==> config.mk <==
export PLATFORM = sky130hd
export DESIGN_NAME = dmem_port_arbiter
export DESIGN_NICKNAME = d
export VERILOG_FILES = /design/src/rtl/dmem_port_arbiter.sv
export SDC_FILE = /design/constraint.sdc
export NUM_CORES = 1
export LEC_CHECK = 0
export BUFFER_PORTS_ARGS = -buffer_cell sky130_fd_sc_hd__buf_2
export CORE_AREA = 3 3 220 222
export CTS_BUF_LIST = sky130_fd_sc_hd__clkbuf_8
export CTS_CLUSTER_SIZE = 12
export DETAILED_ROUTE_END_ITERATION = 8
export DIE_AREA = 0 0 223 225
export GPL_ROUTABILITY_DRIVEN = 0
export HOLD_SLACK_MARGIN = 0.15
export SETUP_SLACK_MARGIN = 0.5
export SLEW_MARGIN = 20
export SYNTH_ARGS = -nofsm -noshare
export SYNTH_HDL_FRONTEND = slang
export SYNTH_SLANG_ARGS = --single-unit
export TNS_END_PERCENT = 20
==> constraint.sdc <==
create_clock -name i_clk -period 14.3 [get_ports i_clk]
set_input_delay 2.86 -clock i_clk [delete_from_list [all_inputs] [get_ports i_clk]]
set_output_delay 2.86 -clock i_clk [all_outputs]
set_load 0.05 [all_outputs]
==> src/rtl/dmem_port_arbiter.sv <==
`default_nettype none
// ============================================================================
// Module  : dmem_port_arbiter
// Brief   : Round-robin arbiter/sequencer for the single data-cache port.
// Revision: 1.0
// ============================================================================
module dmem_port_arbiter #(
    parameter int ABITS   = 64,
    parameter int MEMOP_W = 4
) (
    input  logic                   i_clk,
    input  logic                   i_rst,
    input  logic [1:0]             i_req_valid,
    output logic [1:0]             o_req_ready,
    input  logic [2*MEMOP_W-1:0]   i_req_type,
    input  logic [2*ABITS-1:0]     i_req_addr,
    input  logic [127:0]           i_req_wdata,
    input  logic [15:0]            i_req_wstrb,
    input  logic [3:0]             i_req_size,
    output logic [1:0]             o_resp_valid,
    input  logic [1:0]             i_resp_ready,
    output logic [ABITS-1:0]       o_resp_data,
    output logic                   o_resp_load_fault,
    output logic                   o_resp_store_fault,
    output logic                   o_mem_req_valid,
    input  logic                   i_mem_req_ready,
    output logic [MEMOP_W-1:0]     o_mem_req_type,
    output logic [ABITS-1:0]       o_mem_req_addr,
    output logic [63:0]            o_mem_req_wdata,
    output logic [7:0]             o_mem_req_wstrb,
    output logic [1:0]             o_mem_req_size,
    input  logic                   i_mem_resp_valid,
    output logic                   o_mem_resp_ready,
    input  logic [ABITS-1:0]       i_mem_resp_data,
    input  logic                   i_mem_resp_load_fault,
    input  logic                   i_mem_resp_store_fault,
    output logic                   o_owner,
    output logic                   o_busy
);

    typedef enum logic [1:0] {
        ST_IDLE        = 2'd0,
        ST_WAIT_ACCEPT = 2'd1,
        ST_WAIT_RESP   = 2'd2,
        ST_HOLD        = 2'd3
    } state_t;

    state_t               state_q;
    logic                 owner_q;
    logic                 last_grant_q;
    logic [MEMOP_W-1:0]   type_q;
    logic [ABITS-1:0]     addr_q;
    logic [63:0]          wdata_q;
    logic [7:0]           wstrb_q;
    logic [1:0]           size_q;
    logic [ABITS-1:0]     hold_rdata_q;
    logic                 hold_load_fault_q;
    logic                 hold_store_fault_q;

    logic                 winner_d;
    logic                 grant_d;
    logic [MEMOP_W-1:0]   sel_type_d;
    logic [ABITS-1:0]     sel_addr_d;
    logic [63:0]          sel_wdata_d;
    logic [7:0]           sel_wstrb_d;
    logic [1:0]           sel_size_d;

    // On contention the requester that did not win last time goes first.
    always_comb begin
        winner_d    = (&i_req_valid) ? ~last_grant_q : i_req_valid[1];
        grant_d     = (state_q == ST_IDLE) && (|i_req_valid);
        sel_type_d  = winner_d ? i_req_type[2*MEMOP_W-1:MEMOP_W] : i_req_type[MEMOP_W-1:0];
        sel_addr_d  = winner_d ? i_req_addr[2*ABITS-1:ABITS]     : i_req_addr[ABITS-1:0];
        sel_wdata_d = winner_d ? i_req_wdata[127:64]             : i_req_wdata[63:0];
        sel_wstrb_d = winner_d ? i_req_wstrb[15:8]               : i_req_wstrb[7:0];
        sel_size_d  = winner_d ? i_req_size[3:2]                 : i_req_size[1:0];
    end

    always_ff @(posedge i_clk or posedge i_rst) begin
        if (i_rst) begin
            state_q            <= ST_IDLE;
            owner_q            <= 1'b0;
            last_grant_q       <= 1'b1;
            type_q             <= '0;
            addr_q             <= '0;
            wdata_q            <= '0;
            wstrb_q            <= '0;
            size_q             <= '0;
            hold_rdata_q       <= '0;
            hold_load_fault_q  <= 1'b0;
            hold_store_fault_q <= 1'b0;
        end else begin
            case (state_q)
                ST_IDLE: begin
                    if (grant_d) begin
                        type_q       <= sel_type_d;
                        addr_q       <= sel_addr_d;
                        wdata_q      <= sel_wdata_d;
                        wstrb_q      <= sel_wstrb_d;
                        size_q       <= sel_size_d;
                        owner_q      <= winner_d;
                        last_grant_q <= winner_d;
                        state_q      <= ST_WAIT_ACCEPT;
                    end
                end
                ST_WAIT_ACCEPT: begin
                    if (i_mem_req_ready) begin
                        state_q <= ST_WAIT_RESP;
                    end
                end
                ST_WAIT_RESP: begin
                    if (i_mem_resp_valid) begin
                        hold_rdata_q       <= i_mem_resp_data;
                        hold_load_fault_q  <= i_mem_resp_load_fault;
                        hold_store_fault_q <= i_mem_resp_store_fault;
                        state_q            <= ST_HOLD;
                    end
                end
                ST_HOLD: begin
                    if (i_resp_ready[owner_q]) begin
                        state_q <= ST_IDLE;
                    end
                end
                default: state_q <= ST_IDLE;
            endcase
        end
    end

    always_comb begin
        o_req_ready = 2'b00;
        if (grant_d) begin
            o_req_ready = winner_d ? 2'b10 : 2'b01;
        end
        o_resp_valid = 2'b00;
        if (state_q == ST_HOLD) begin
            o_resp_valid = owner_q ? 2'b10 : 2'b01;
        end
    end

    assign o_resp_data        = hold_rdata_q;
    assign o_resp_load_fault  = hold_load_fault_q;
    assign o_resp_store_fault = hold_store_fault_q;
    assign o_mem_req_valid    = (state_q == ST_WAIT_ACCEPT);
    assign o_mem_req_type     = type_q;
    assign o_mem_req_addr     = addr_q;
    assign o_mem_req_wdata    = wdata_q;
    assign o_mem_req_wstrb    = wstrb_q;
    assign o_mem_req_size     = size_q;
    assign o_mem_resp_ready   = (state_q == ST_WAIT_RESP);
    assign o_owner            = owner_q;
    assign o_busy             = (state_q != ST_IDLE);

endmodule
`default_nettype wire

==> flow_summary_export.csv <==
group,metric,value,unit
finish,final_layout_size_suffix_gt1_share,55.56,%
clock_network,root_buffer,"clkbuf_8",
hold_path,hp-class,"reg2reg",
timing,setup_tns,0,ns
outcome,status,"complete, no violations",
setup_path,crit_start,"i_req_valid[1]",
global_routing,grt_pass1_vias,8330,
clock_network,clock_latency,0.55,ns
setup_path,arrival,4.20,ns
synthesis,ys_seq_area_share,59.26,%
setup_path,crit_path_start_kind,"input port",
synthesis,ys_seq_elements,212,
clock_network,numCtsBuffers,39,
timing,hold_viol_final,0,
clock_network,ctsHoldBuffers,0,
timing,fmax,141.6,MHz
floorplan,die-area,50180,µm²
timing,relSlewSlack,38.03,%
finish,nNetsFinal,1614,
synthesis,postSynthAreaPerCell,13.19,µm²
route,drc,0,
timing,worst_slack,7.239,ns
timing,finalCritPeriodShare,49.38,%
setup_path,max_stage_delay,0.50,ns
timing,grt_setup_unrepaired,"false",
global_routing,grt_pass1_wl,47580,µm
global_routing,antenna_found_initial,0,
route,num_vias,7838,
finish,layout_common_cells,"573 x buf_2, 211 x dfrtp_1, 107 x a221o_1",
finish,syn2layout_area_growth,47.02,%
setup_path,reg2reg_depth,7,
clock_network,cts_repair_resize_count,0,
timing,min_period,7.061,ns
floorplan,initial_utilization,19.23,%
setup_path,crit_type,"in2out",
global_routing,grt_usage,12.17,%
synthesis,ys_warn_count,0,
placement,hpwl,24500,µm
clock_network,htreeDepth,2,
power_and_ir_drop,p_leak,6.726,nW
route,drt-initial-drc-count,280,
setup_path,worstSetupEndpointType,"primary output",
finish,final_common_cell,"buf_2",
floorplan,io_pins,574,
route,drt.antenna.violating_nets,0,
timing,whs,0.4749,ns
placement,portBuffers,573,
hold_path,hold_depth,2,
timing,fin_skew,0.02033,ns
global_routing,grt-ovfl-total,0,
clock_network,cts_setup_buffers,0,
clock_network,clockBufferDepth,3,
finish,fillers,4865,
power_and_ir_drop,vdd_ir_drop_max,135.9,µV
finish,multiInputGateArea,3383,µm²
synthesis,syn-cell-area,8955,µm²
global_routing,grt_max_degree,100,
route,vias_per_cell,4.158,
clock_network,clk_pin_slew,0.05,ns
setup_path,worstPathRequired,11.44,ns
power_and_ir_drop,pwr_density_cell,282.5,nW/µm²
route,drtPass1Iterations,4,
setup_path,reg2reg_from,"state_q[0]",
setup_path,endpoint,"o_req_ready[1]",
floorplan,core.rowCount,79,
clock_network,cts_sinks,212,
floorplan,core,46560,µm²
floorplan,die_h,225,µm
setup_path,rr_endpoint,"o_mem_req_addr[23]",
synthesis,synthDistinctLibCells,24,
synthesis,syn_inst,679,
timing,drv_slew,0,
setup_path,crit_cells,5,
route,wire_per_inst,17.19,µm
route,wirelength,32400,µm
setup_path,path_buf_inv,3,
floorplan,die_x,223,µm
setup_path,slowest_stage,"buf_4",
setup_path,timing.reg2reg.setup_slack,11.41,ns
synthesis,syn_nets,1042,
run,cap_viol_max_count,0,
finish,ff_latch_area,5306,µm²
setup_path,crit_family,"buffers and inverters",
setup_path,cp_max_fo,43,
setup_path,path_common_cell,"buf_2",
timing,worst_pin_slew,0.9295,ns
placement,post-place-ws,7.238,ns
setup_path,path_cells,"buf_2 -> nand2_1 -> a21oi_4 -> buf_4 -> buf_2",
timing,setup_viol,0,
clock_network,cts_tree,"built",
==> power breakdown <==
| group | internal, W | switching [W] |
|---|---|---|
| Clock | 0.000308 | 0.000251 |
| Sequential | 0.000897 | 0.000161 |
| Combinational | 0.000576 | 0.00153 |
| Total | 0.00178 | 0.00194 |
==> kinds of logic after synthesis <==
kind of cell / synth area share [%]
mux: 12.56
buf+inv: 3.367
flops: 59.26
fa+ha+maj: 0.6986
simple gates: 9.515
compound gates: 14.60
==> worst register-to-register path: cells and delay by family, from the launching register on <==
family                     cells  cell delay, ns
and+or+nand+nor                1            0.15
DFF                            1            0.40
buffers and inverters          3            1.38
adders and majority gates      1            0.28
AOI/OAI and AO/OA              2            0.61
==> layout make-up <==
class | count | area share (%)
timing repair buffer | 583 | 22.35
clock buffer | 46 | 4.809
multi-input combinational | 410 | 25.70
inverter | 5 | 0.1996
tap | 607 | 5.769
clock inverter | 20 | 0.8268
sequential | 212 | 40.31
antenna | 2 | 0.03802
==> worst min-delay path by stage <==
stage | start | end | slack (ns)
6_report | o_mem_req_addr[46] | o_mem_req_addr[46] | 0.47
4_1_cts | o_mem_req_size[0] | o_mem_req_size[0] | 0.48
2_1_floorplan | last_grant_q | last_grant_q | 0.48
3_5_place_dp | o_mem_req_addr[49] | o_mem_req_addr[49] | 0.47
3_3_place_gp | o_mem_req_addr[53] | o_mem_req_addr[53] | 0.46
5_1_grt | o_mem_req_addr[61] | o_mem_req_addr[61] | 0.49
==> registers in the layout, indices dropped and copies added, names as in the netlist <==
name                count
o_resp_store_fault      1
o_resp_data            64
o_owner                 1
last_grant_q            1
o_mem_req_size          2
o_mem_req_wstrb         8
o_mem_req_type          4
state_q                 2
o_mem_req_wdata        64
o_mem_req_addr         64
o_resp_load_fault       1
==> through the flow <==
stage	utilization, %	area [µm²]	cells	total power [W]
finish	28.28	13170	1885	0.003719
global route	28.27	13160	1883	0.003917
CTS	28.27	13160	1883	0.003770
detailed placement	26.67	12420	1817	0.003182
global placement	26.67	12420	1817	0.003153
floorplan	-	8955	679	0.002636
==> metal layers <==
| metal | GRT usage [%] | vias up | part of all wire (%) |
|---|---|---|---|
| met1 | 13.90 | 3742 | 38 |
| met5 | 0 | - | 0 |
| met3 | 3.413 | 52 | 8.4 |
| met2 | 21.84 | 403 | 51 |
| met4 | 4.225 | 0 | 2.6 |
| li1 | - | 3641 | - |
==> synth_stat cells, drive strengths merged <==
master	number	area, µm²
a2111oi	1	15.01
nor2	1	3.750
inv	5	18.77
nor2b	3	18.77
nor3b	1	7.510
ha	5	62.56
a21boi	1	7.510
o21ai	37	188.9
a21oi	2	17.52
a221o	107	1071
dfstp	1	26.28
mux2	67	754.5
clkbuf	9	33.78
nand2	39	146.4
dfrtp	211	5280
mux2i	37	370.4
and2	108	675.7
buf	43	249.0
a21o	1	7.510
Power figures use the tool's default switching activity.
